$ cat config.mk
export PLATFORM = sky130hd
export DESIGN_NAME = sd_cmd_tx
export DESIGN_NICKNAME = d
export VERILOG_FILES = /design/src/rtl/sd_cmd_tx.sv
export SDC_FILE = /design/constraint.sdc
export NUM_CORES = 1
export LEC_CHECK = 0
export CORE_MARGIN = 8
export CORE_UTILIZATION = 25
export DETAILED_ROUTE_END_ITERATION = 8
export HOLD_SLACK_MARGIN = 0.05
export PLACE_DENSITY_LB_ADDON = 0.05
export SLEW_MARGIN = 40
export SYNTH_ARGS = -nofsm -noshare
export SYNTH_HDL_FRONTEND = slang
export SYNTH_SLANG_ARGS = --single-unit
$ cat constraint.sdc
create_clock -name clk -period 2.3 [get_ports clk]
set_input_delay 0.23 -clock clk [delete_from_list [all_inputs] [get_ports clk]]
set_output_delay 0.23 -clock clk [all_outputs]
set_load 0.01 [all_outputs]
$ cat src/rtl/sd_cmd_tx.sv
// SD command-line serialiser: shifts one 48-bit command frame (start, dir, index, argument, CRC7, end)
// onto CMD, advancing one bit per falling edge of the divided SD clock sampled in the clk domain.
module sd_cmd_tx #(
    parameter int PRE_IDLE_EDGES = 0
) (
    input  logic        clk,
    input  logic        reset,
    input  logic        sd_clk,
    input  logic        start,
    input  logic [5:0]  cmd_index,
    input  logic [31:0] argument,
    output logic        cmd_out,
    output logic        cmd_oe,
    output logic        busy,
    output logic        done
);

    typedef enum logic [2:0] {
        S_IDLE = 3'd0,
        S_PRE  = 3'd1,
        S_DATA = 3'd2,
        S_CRC  = 3'd3,
        S_END  = 3'd4,
        S_FIN  = 3'd5
    } state_t;

    localparam logic [7:0] LP_PRE_LAST  = 8'(PRE_IDLE_EDGES > 0 ? PRE_IDLE_EDGES - 1 : 0);
    localparam logic [5:0] LP_DATA_LAST = 6'd39;
    localparam logic [5:0] LP_CRC_LAST  = 6'd6;

    state_t      r_state, w_state_nxt;
    logic [39:0] r_shift, w_shift_nxt;
    logic [6:0]  r_crc, w_crc_nxt;
    logic [5:0]  r_bit_cnt, w_bit_cnt_nxt;
    logic [7:0]  r_pre_cnt, w_pre_cnt_nxt;
    logic        r_cmd_out, w_cmd_out_nxt;
    logic        r_cmd_oe, w_cmd_oe_nxt;
    logic        r_busy, w_busy_nxt;
    logic        r_done, w_done_nxt;
    logic        r_sd_clk_q;
    logic        w_fall;

    // One serial CRC7 step, generator x^7 + x^3 + 1.
    function automatic logic [6:0] f_crc7_step(input logic [6:0] crc, input logic din);
        logic fb;
        fb = din ^ crc[6];
        return {crc[5:0], 1'b0} ^ (fb ? 7'h09 : 7'h00);
    endfunction

    assign w_fall = r_sd_clk_q & ~sd_clk;

    always_ff @(posedge clk or negedge reset) begin
        if (!reset) begin
            r_state    <= S_IDLE;
            r_shift    <= '0;
            r_crc      <= '0;
            r_bit_cnt  <= '0;
            r_pre_cnt  <= '0;
            r_cmd_out  <= 1'b1;
            r_cmd_oe   <= 1'b0;
            r_busy     <= 1'b0;
            r_done     <= 1'b0;
            r_sd_clk_q <= 1'b0;
        end else begin
            r_state    <= w_state_nxt;
            r_shift    <= w_shift_nxt;
            r_crc      <= w_crc_nxt;
            r_bit_cnt  <= w_bit_cnt_nxt;
            r_pre_cnt  <= w_pre_cnt_nxt;
            r_cmd_out  <= w_cmd_out_nxt;
            r_cmd_oe   <= w_cmd_oe_nxt;
            r_busy     <= w_busy_nxt;
            r_done     <= w_done_nxt;
            r_sd_clk_q <= sd_clk;
        end
    end

    always_comb begin
        w_state_nxt   = r_state;
        w_shift_nxt   = r_shift;
        w_crc_nxt     = r_crc;
        w_bit_cnt_nxt = r_bit_cnt;
        w_pre_cnt_nxt = r_pre_cnt;
        w_cmd_out_nxt = r_cmd_out;
        w_cmd_oe_nxt  = r_cmd_oe;
        w_busy_nxt    = r_busy;
        w_done_nxt    = 1'b0;

        unique case (r_state)
            S_IDLE: begin
                w_cmd_out_nxt = 1'b1;
                w_cmd_oe_nxt  = 1'b0;
                w_busy_nxt    = 1'b0;
                // Start is taken regardless of fall; the first bit waits for the next fall.
                if (start) begin
                    w_shift_nxt   = {1'b0, 1'b1, cmd_index, argument};
                    w_crc_nxt     = '0;
                    w_bit_cnt_nxt = '0;
                    w_pre_cnt_nxt = '0;
                    w_busy_nxt    = 1'b1;
                    w_state_nxt   = (PRE_IDLE_EDGES > 0) ? S_PRE : S_DATA;
                end
            end

            S_PRE: begin
                if (w_fall) begin
                    w_cmd_out_nxt = 1'b1;
                    w_cmd_oe_nxt  = 1'b1;
                    if (r_pre_cnt == LP_PRE_LAST) begin
                        w_pre_cnt_nxt = '0;
                        w_state_nxt   = S_DATA;
                    end else begin
                        w_pre_cnt_nxt = r_pre_cnt + 8'd1;
                    end
                end
            end

            S_DATA: begin
                if (w_fall) begin
                    w_cmd_out_nxt = r_shift[39];
                    w_cmd_oe_nxt  = 1'b1;
                    w_crc_nxt     = f_crc7_step(r_crc, r_shift[39]);
                    w_shift_nxt   = {r_shift[38:0], 1'b0};
                    if (r_bit_cnt == LP_DATA_LAST) begin
                        w_bit_cnt_nxt = '0;
                        w_state_nxt   = S_CRC;
                    end else begin
                        w_bit_cnt_nxt = r_bit_cnt + 6'd1;
                    end
                end
            end

            S_CRC: begin
                if (w_fall) begin
                    w_cmd_out_nxt = r_crc[6];
                    w_cmd_oe_nxt  = 1'b1;
                    w_crc_nxt     = {r_crc[5:0], 1'b0};
                    if (r_bit_cnt == LP_CRC_LAST) begin
                        w_bit_cnt_nxt = '0;
                        w_state_nxt   = S_END;
                    end else begin
                        w_bit_cnt_nxt = r_bit_cnt + 6'd1;
                    end
                end
            end

            S_END: begin
                if (w_fall) begin
                    w_cmd_out_nxt = 1'b1;
                    w_cmd_oe_nxt  = 1'b1;
                    w_state_nxt   = S_FIN;
                end
            end

            S_FIN: begin
                // Release the pad a full bit after the end bit so the card samples it cleanly.
                if (w_fall) begin
                    w_cmd_out_nxt = 1'b1;
                    w_cmd_oe_nxt  = 1'b0;
                    w_busy_nxt    = 1'b0;
                    w_done_nxt    = 1'b1;
                    w_state_nxt   = S_IDLE;
                end
            end

            default: begin
                w_state_nxt   = S_IDLE;
                w_cmd_out_nxt = 1'b1;
                w_cmd_oe_nxt  = 1'b0;
                w_busy_nxt    = 1'b0;
            end
        endcase
    end

    assign cmd_out = r_cmd_out;
    assign cmd_oe  = r_cmd_oe;
    assign busy    = r_busy;
    assign done    = r_done;

endmodule

-- Word-level counts from Yosys, hierarchy flattened
Index checks and enable logic that the tools add are counted.
- output and inout port bits: 4
- word-level logic and storage cells: 87
- input port bits: 42
- bits in registers: 69
- reductions and logical operators: 14
- bitwise gates (word level): 5
- equal/unequal tests: 18
- add/sub/neg operators: 2
- muxes and demuxes: 38
- operator list (kind ; count):
    $mux W40 ; 2
    $pmux W40 S2 ; 1
    $mux W6 ; 5
    $mux W3 ; 9
    $mux W8 ; 3
    $mux W7 ; 3
    $pmux W7 S3 ; 1
    $ne A2 B2 Y1 const B ; 9
    $pmux W3 S6 ; 1
    $pmux W6 S3 ; 1
    $pmux W8 S2 ; 1
    $reduce_and A3 Y1 ; 3
    $reduce_and A9 Y1 ; 1
    $add A8 B1 Y8 const B ; 1
    $logic_not A8 Y1 ; 1
    $mux W1 ; 7
    $xor A7 B4 Y7 ; 1
    $add A6 B1 Y6 const B ; 1
    $eq A3 B2 Y1 const B ; 2
    $eq A3 B3 Y1 const B ; 2
    $eq A6 B3 Y1 const B ; 1
    $eq A6 B6 Y1 const B ; 1
    $pmux W1 S3 ; 2
    $mux W4 ; 1
    13 further kinds ; 17

-- Depth between registers and ports, before layout
Gate-level depths: netlist of the first run.
- word-level depth: 5
- gate-level depth with buffers: 7
- mapped depth without buffers: 6

-- Worst setup path after synthesis of the first run
Ideal clock, no wire load.
- path kind: register to register
- start: register r_pre_cnt[0]
- end: register r_state[0]
- arrival time: 1758 ps
- slack: 415 ps
- required time: 2173 ps
- stages on the path, launching flop included: 7
- buffers on the path: 0
- period minus slack after synthesis: 1885 ps
- library setup time: 127 ps
- cells stage by stage: dfrtp_1 > inv_1 > ha_1 > nor4b_4 > a211oi_4 > a2111oi_2 > mux2_1
- longest elaborated chain between the ends: 3
- RTL lines (what ; line ; source):
    start, declared ; 35 ; logic [7:0] r_pre_cnt, w_pre_cnt_nxt;
    start signal, assigned ; 69 ; r_pre_cnt <= w_pre_cnt_nxt;
    $logic_not A8 Y1 ; 109 ; if (r_pre_cnt == LP_PRE_LAST) begin
    $ne A2 B2 Y1 (no line) ; -- ;
    $reduce_and A9 Y1 (no line) ; -- ;
    end signal, assigned ; 65 ; r_state <= w_state_nxt;
    end, declared ; 31 ; state_t r_state, w_state_nxt;
Every way passes these cells.
A chain may end at the register's enable or synchronous reset.

-- Worst setup path in the final report of the first run
Ends and elaborated chain as after synthesis.

==> key figures, run 1 <==
Power
  • VDD IR max: around 0.53 mV
  • Sw Pwr: 1.99 mW
  • Comb power frac: a little under two fifths
  • Internal: a little under 4 mW
  • Leakage power: between 1.5 and 2 nW
  • Cell Pwr Density: 1280 nW/µm²
  • Register share of total power: 34.6%
  • Switch share: between 30% and 40%
  • Clk pwr share: roughly 28%
  • Total power: slightly below 6 mW

Routing
  • Routed len/inst: approximately 14 µm
  • Vias post-DR: around 2.6k
  • WL final: 8.07 mm
  • DRC violations left: 0
  • DR vias/cell: 4.52
  • Detail Route Antenna Nets: 0
  • DRT Pass-1 Iters: 4
  • Iteration-0 DRC Markers: 140

Timing
  • Crit path time final: 2.05 ns
  • # setup viols final: 0
  • Final period util: between 80% and 90%
  • Clock Skew: approximately 0.0035 ns
  • Fin. Hold Viols: 0
  • Max-slew headroom: slightly below 60%
  • Achievable frequency: 488 MHz
  • Setup total negative slack: 0 ns
  • RSZ-0062 raised after global routing: no
  • Slew Viols, Final: 0
  • Worst hold margin: approximately 0.44 ns
  • Slew @ Worst Pin: 0.614 ns

CTS
  • CTS Root Cell: clkbuf_16
  • CTS tree: yes
  • Postcts setup bufs: 0
  • Hold Buf Count CTS: 1
  • Number of CTS-inserted buffers: 9
  • Worst-path clk slew: approximately 0.060 ns
  • Post-CTS resize count: 0
  • Clk sinks: 69
  • Skew-Pair Late Insertion Delay: between 0.3 and 0.4 ns
  • H-tree depth: 3
  • Maximum root-to-sink buffer count: 2

Yosys
  • Post-synth EDFFs: 0
  • Synth cell types: 52
  • Fraction of registers with async set or reset after synthesis: 100%
  • Synth Area in Simple Gates: ~16%
  • Dominant synthesized flop cell: dfrtp_1
  • Cells after synthesis: around 350
  • Post-synthesis xor/xnor area fraction: less than 1%
  • Yosys top cell area share: between 40% and 50%
  • Adder-cell area share of the yosys netlist: between 1 and 1.5%
  • Synth area leaders: dfrtp_1 50%, mux2i_1 11%, a21oi_1 6.4%, nor2_1 5.0%, nand2_1 2.7%
  • Post-synth top area cell: dfrtp_1
  • Syn_nets: between 300 and 400
  • Synth Area per Inst: between 9 and 10 µm²
  • Mux share of post-synthesis cell area: about an eighth
  • Seq/Total Area, Yosys: 50.5%
  • Post-synthesis compound-gate area fraction: 16.2%
  • Post-Syn Area: about 3400 µm²
  • Main combinational cell family by area after synthesis: compound AO/OA/AOI/OAI gates
  • Warnings from Yosys: 0
  • Flops & latches, synth: slightly below 70

Placed design
  • Area of placed instances: ~4200 µm²
  • Post-DP HPWL: about 5.4 mm
  • Gp weighted congestion: about 0.74
  • Input/output buffers: 45

Global routing
  • Antenna violations before repair: 0
  • Largest net degree at the start of global routing: 70
  • Total global-route track usage: between 9 and 10%
  • Vias in the first global route: 2735
  • GRT overflow: 0
  • First-pass GRT wire length: 14.1 mm

Critical path
  • Crit. End Element: flop
  • R2r worst-path depth: 6
  • R2R Setup Slk: between 0.2 and 0.3 ns
  • Startpoint types: flop
  • Worst setup path class: reg2reg
  • Reg2reg end: r_state[0]
  • Worst flop-to-flop path startpoint: r_pre_cnt[0]
  • Crit path launch: r_pre_cnt[0]
  • Crit Path Max Fanout: 6
  • Worst Path Required: about 2.5 ns
  • Critical Path AT: between 2 and 2.5 ns

Cells and area
  • Share of layout cells above drive strength 1: roughly an eighth
  • Post-route cell area: approximately 4500 µm²
  • Diode count: 0
  • Area grow syn2layout: 32.8%
  • Number of fill cells in the layout: 1361
  • # nets final: about 440

Worst hold path
  • Hold Crit Class: in2reg
  • Hold depth: 1
  • Hold Path End: r_sd_clk_q
  • Hold Crit Start: sd_clk

Floorplan
  • Die Ht: 133 µm
  • Placeable Area: 13300 µm²
  • Row count: 42
  • Initial Util: approximately a quarter
  • Die footprint: between 15000 and 20000 µm²
  • Boundary pin count: 46
  • Chip width: 133 µm

Status
  • Status: completed

Flow run
  • Max_cap viols: 0
[Yosys cell counts (2+ instances only)]
cell and n:
ha_1 4, xnor2_1 2, o32ai_1 3, o211ai_1 2
a21oi_1 44, o41ai_1 2, inv_1 10, a22o_1 3
nand3_1 9, nor2b_1 3, o21ai_0 16, and3_2 2
mux2_1 2, mux2i_1 39, nand2_1 25, a2111oi_2 2
or3_1 2, nor3_1 3, o31ai_1 2, buf_2 5
and3b_1 3, clkbuf_1 14, or2_2 3, dfrtp_1 68
nor2_1 46, nand2b_1 5
[cell type report]
cell class	count	area, µm²	share of cell area [%]
Clock buffer	11	253	5.56
Clock inverter	4	95.1	2.09
Inverter	10	37.5	0.826
Multi-Input combinational cell	245	1580	34.8
Sequential cell	69	1730	38.0
Tap cell	176	220	4.84
Timing Repair Buffer	62	628	13.8
[worst max-delay path: stages, from the launching register on]
cell and delay [ns]:
dfrtp_1 0.40, inv_1 0.09, ha_1 0.14, nor4b_4 0.32
a211oi_4 0.17, a2111oi_2 0.45, mux2_1 0.36
[state kept, by name, indices dropped and copies added (netlist names)]
signal      cells
r_shift        40
r_state         3
cmd_out         1
r_pre_cnt       8
r_crc           7
done            1
cmd_oe          1
r_sd_clk_q      1
r_bit_cnt       6
busy            1
[kinds of logic (layout without fill, tap and decap cells)]
group	Yosys count	in the layout
flip-flops	69	69
multiplexers	41	41
AND/OR/NAND/NOR	110	110
XOR/XNOR	2	2
AO/OA/AOI/OAI	88	88
buffers and inverters	31	87
adder cells (fa/ha/maj)	4	4
[through the flow]
step	setup WS [ns]	util [%]	std cells
5_1_grt	0.0561	34.2	577
2_1_floorplan	0.415	-	345
3_3_place_gp	0.280	31.5	561
6_report	0.252	34.2	577
3_5_place_dp	0.238	31.5	561
4_1_cts	0.223	34.2	577
[power groups by stage]
stage / registers (mW) / logic (mW) / clock network [mW]
2_1_floorplan: 1.95 / 1.63 / 0
3_3_place_gp: 2.04 / 2.23 / 0
3_5_place_dp: 2.04 / 2.24 / 0
4_1_cts: 2.03 / 2.25 / 1.70
5_1_grt: 2.10 / 2.50 / 1.75
6_report: 2.02 / 2.19 / 1.63
[worst max path at each step]
stage / to / depth (start not counted)
after floorplan: r_state[0] / 6
after global placement: r_state[0] / 6
after detailed placement: r_bit_cnt[1] / 6
after CTS: r_state[0] / 6
after global routing: r_bit_cnt[1] / 6
final: r_state[0] / 6
[metal layers]
layer,up-vias,global-route usage [%],wire [µm]
met5,-,0,0
met4,0,3.09,46
met3,4,4.47,447
met2,39,14.8,3680
met1,1250,12.4,3900
li1,1317,-,-
[cells in the final DEF, fill, tap and decap left out, drive strengths merged, types with 4 or more instances in the layout]
master	count
mux2i	39
dfrtp	68
nand3	9
nand2b	5
a22o	4
nor2	46
clkdlybuf4s50	44
o21ai	17
clkbuf	11
inv	10
nor3	4
a21oi	44
buf	17
nand2	25
ha	4
Power figures use the tool's default switching activity.
==> run 2: changes to the inputs <==
Clock period 2.3 ns to 1.93 ns, I/O delays scaled along.
==> run 2 against run 1 <==
  * Clock-buffer cell count increased by 4
  * Global-route usage increased by 0.29 points
  * Worst hold slack worse by 0.11 ns
  * Final cell count is 4.0% higher
  * Setup slack got worse by 0.13 ns
  * Fmax grew 13%
  * Via count grew 3.0%
  * Largest cell class unchanged
==> key figures, run 2 (synthesis gave the netlist of run 1 again) <==
Status
  • Status: completed (unchanged)

CTS
  • CTS tree: yes (unchanged)
  • Skew-Pair Late Insertion Delay: 0.33 ns (about the same)
  • CTS Root Cell: clkbuf_16 (unchanged)
  • Maximum root-to-sink buffer count: 2 (unchanged)
  • Worst-path clk slew: 0.06 ns (about the same)
  • H-tree depth: 3 (unchanged)
  • Clk sinks: 69 (unchanged)
  • Number of CTS-inserted buffers: 9 (unchanged)

Floorplan
  • Chip width: 133 µm (unchanged)
  • Row count: 42 (unchanged)
  • Die footprint: 17700 µm² (unchanged)
  • Die Ht: 133 µm (unchanged)
  • Initial Util: 25.7% (unchanged)
  • Boundary pin count: 46 (unchanged)
  • Placeable Area: 13300 µm² (unchanged)

Critical path
  • Buffers and inverters on the worst path: 1 (unchanged)
  • CP delay by family, top: compound AO/OA/AOI/OAI gates (unchanged)
  • Worst setup path class: reg2reg (unchanged)
  • Crit. End Element: flop (unchanged)
  • Crit Path Max Fanout: 4 (was 6)
  • Worst path cell trace: inv_1 > ha_1 > and3b_1 > o21ai_2 > a2111oi_4 > mux2_1 (was inv_1 > ha_1 > nor4b_4 > a211oi_4 > a2111oi_2 > mux2_1)
  • Worst Path Required: 2.14 ns (was 2.51 ns)
  • Crit-path slowest cell: dfrtp_1 (was a2111oi_2)
  • Startpoint types: flop (unchanged)
  • CP max stage delay: 0.40 ns (was 0.45 ns)
  • Critical Path AT: 2.02 ns (was 2.26 ns)

Cells and area
  • Area grow syn2layout: 37.2% (was 32.8%)
  • # nets final: 465 (was 443)
  • Share of layout cells above drive strength 1: 16.3% (was 12.0%)
  • Most frequent cells in the layout: 68 x dfrtp_1, 45 x nor2_1, 44 x a21oi_1, 44 x clkdlybuf4s50_1, 39 x mux2i_1 (unchanged)
  • Post-route cell area: 4700 µm² (was 4550 µm²)
  • Number of fill cells in the layout: 1389 (was 1361)
  • Max FFs per register: 40 (unchanged)
  • Commonest non-fill, non-tap cell in the layout: dfrtp_1 (unchanged)
  • Diode count: 0 (unchanged)
  • Most flops, register: r_shift (unchanged)
  • Top Registers: r_shift (40), r_pre_cnt (8), r_crc (7) (unchanged)

Power
  • Internal: 4.55 mW (was 3.85 mW)
  • Total power: 6.99 mW (was 5.84 mW)
  • Leakage power: 1.99 nW (was 1.90 nW)
  • Switch share: 34.9% (was 34.0%)
  • Clk pwr share: 24.2% (was 27.9%)
  • Register share of total power: 33.9% (was 34.6%)
  • VDD IR max: 0.508 mV (was 0.527 mV)
  • Cell Pwr Density: 1490 nW/µm² (was 1280 nW/µm²)
  • Sw Pwr: 2.44 mW (was 1.99 mW)
  • Comb power frac: 41.9% (was 37.5%)

Global routing
  • Total global-route track usage: 10.2% (was 9.91%)
  • First-pass GRT wire length: 14.2 mm (was 14.1 mm)
  • GRT overflow: 0 (unchanged)
  • Antenna violations before repair: 0 (unchanged)
  • Largest net degree at the start of global routing: 41 (was 70)
  • Vias in the first global route: 2817 (was 2735)

Placed design
  • Input/output buffers: 45 (unchanged)
  • Area of placed instances: 4360 µm² (was 4190 µm²)
  • Post-DP HPWL: 6.01 mm (was 5.37 mm)
  • Gp weighted congestion: 0.745 (was 0.736)

Routing
  • WL final: 8.58 mm (was 8.07 mm)
  • Routed len/inst: 14.3 µm (was 14.0 µm)
  • Detail Route Antenna Nets: 0 (unchanged)
  • DRC violations left: 0 (unchanged)
  • DRT Pass-1 Iters: 4 (unchanged)
  • Iteration-0 DRC Markers: 91 (was 140)
  • Vias post-DR: 2689 (was 2610)
  • DR vias/cell: 4.48 (was 4.52)

Timing
  • # setup viols final: 0 (unchanged)
  • Final period util: 93.7% (was 89.0%)
  • Fin. Hold Viols: 0 (unchanged)
  • Slew Viols, Final: 0 (unchanged)
  • Slew @ Worst Pin: 0.441 ns (was 0.614 ns)
  • Achievable frequency: 553 MHz (was 488 MHz)
  • Crit path time final: 1.81 ns (was 2.05 ns)
  • Clock Skew: 0.00755 ns (was 0.00349 ns)
  • RSZ-0062 raised after global routing: no (unchanged)
  • Max-slew headroom: 70.5% (was 58.8%)

Flow run
  • Max_cap viols: 0 (unchanged)

Worst hold path
  • Hold Crit Class: in2async (was in2reg)
[run 2: timing repair]
item / 4_1_cts / 5_1_grt
setup buffers: 0 / 1
endpoints found under the hold margin: 24 / 0
cloned: 0 / 0
pin swaps: 0 / 1
hold buffers: 1 / 0
endpoints found under the setup margin: 3 / 5
gates resized for setup: 2 / 2
[run 2: path summary, 6_finish.rpt]
kind                              startpoint      endpoint  slack, ns  cells after the start
max in group asynchronous              reset       cmd_out       0.98                      3
worst min-delay path                   reset  r_pre_cnt[3]       0.34                      2
worst max-delay path            r_bit_cnt[0]    r_state[0]       0.12                      6
worst max register to register  r_bit_cnt[0]    r_state[0]       0.12                      6
min in group clk                      sd_clk    r_sd_clk_q       0.40                      1
worst min register to register      r_crc[3]      r_crc[3]       0.49                      2
[run 2: metal layers]
| metal | vias up | part of all wire, % | track usage (%) |
|---|---|---|---|
| met5 | - | 0 | 0 |
| met4 | 0 | 1.2 | 3.60 |
| met3 | 7 | 4.6 | 4.35 |
| met2 | 41 | 47 | 16.1 |
| met1 | 1276 | 47 | 12.1 |
| li1 | 1365 | - | - |
[run 2: worst reg2reg max path: cells and delay by family (launching register included)]
kind                       cells  cell delay (ns)
AOI/OAI and AO/OA              2             0.50
DFF                            1             0.40
muxes                          1             0.35
and+or+nand+nor                1             0.20
adders and majority gates      1             0.14
buffers and inverters          1             0.09
[run 2: power by group through the flow]
stage               clock [mW]  combinational, mW  sequential [mW]
finish                    1.69               2.93             2.37
global placement             0               2.92             2.40
detailed placement           0               2.93             2.40
floorplan                    0               1.94             2.33
global route              1.84               3.28             2.45
CTS                       1.77               2.97             2.38
[run 2: stage by stage]
stage	TNS (ns)	utilization [%]	cells	hold slack [ns]	worst slack, ns
final	0	35.3	600	0.339	0.121
after global placement	0	32.8	582	0.163	0.00293
after floorplan	0	-	345	-0.103	0.0450
after detailed placement	-0.0335	32.8	582	0.164	-0.0182
after global routing	0	35.3	600	0.376	0.0149
after CTS	0	35.2	599	0.345	0.0111
[run 2: layout make-up]
type | count | area (µm²) | share of cell area (%)
clock buffers | 15 | 268 | 5.70
clock inverters | 1 | 30.0 | 0.639
inverters | 10 | 37.5 | 0.799
multi-input cells | 245 | 1610 | 34.2
flip-flops and latches | 69 | 1730 | 36.8
well taps | 176 | 220 | 4.69
repair buffers | 84 | 806 | 17.2
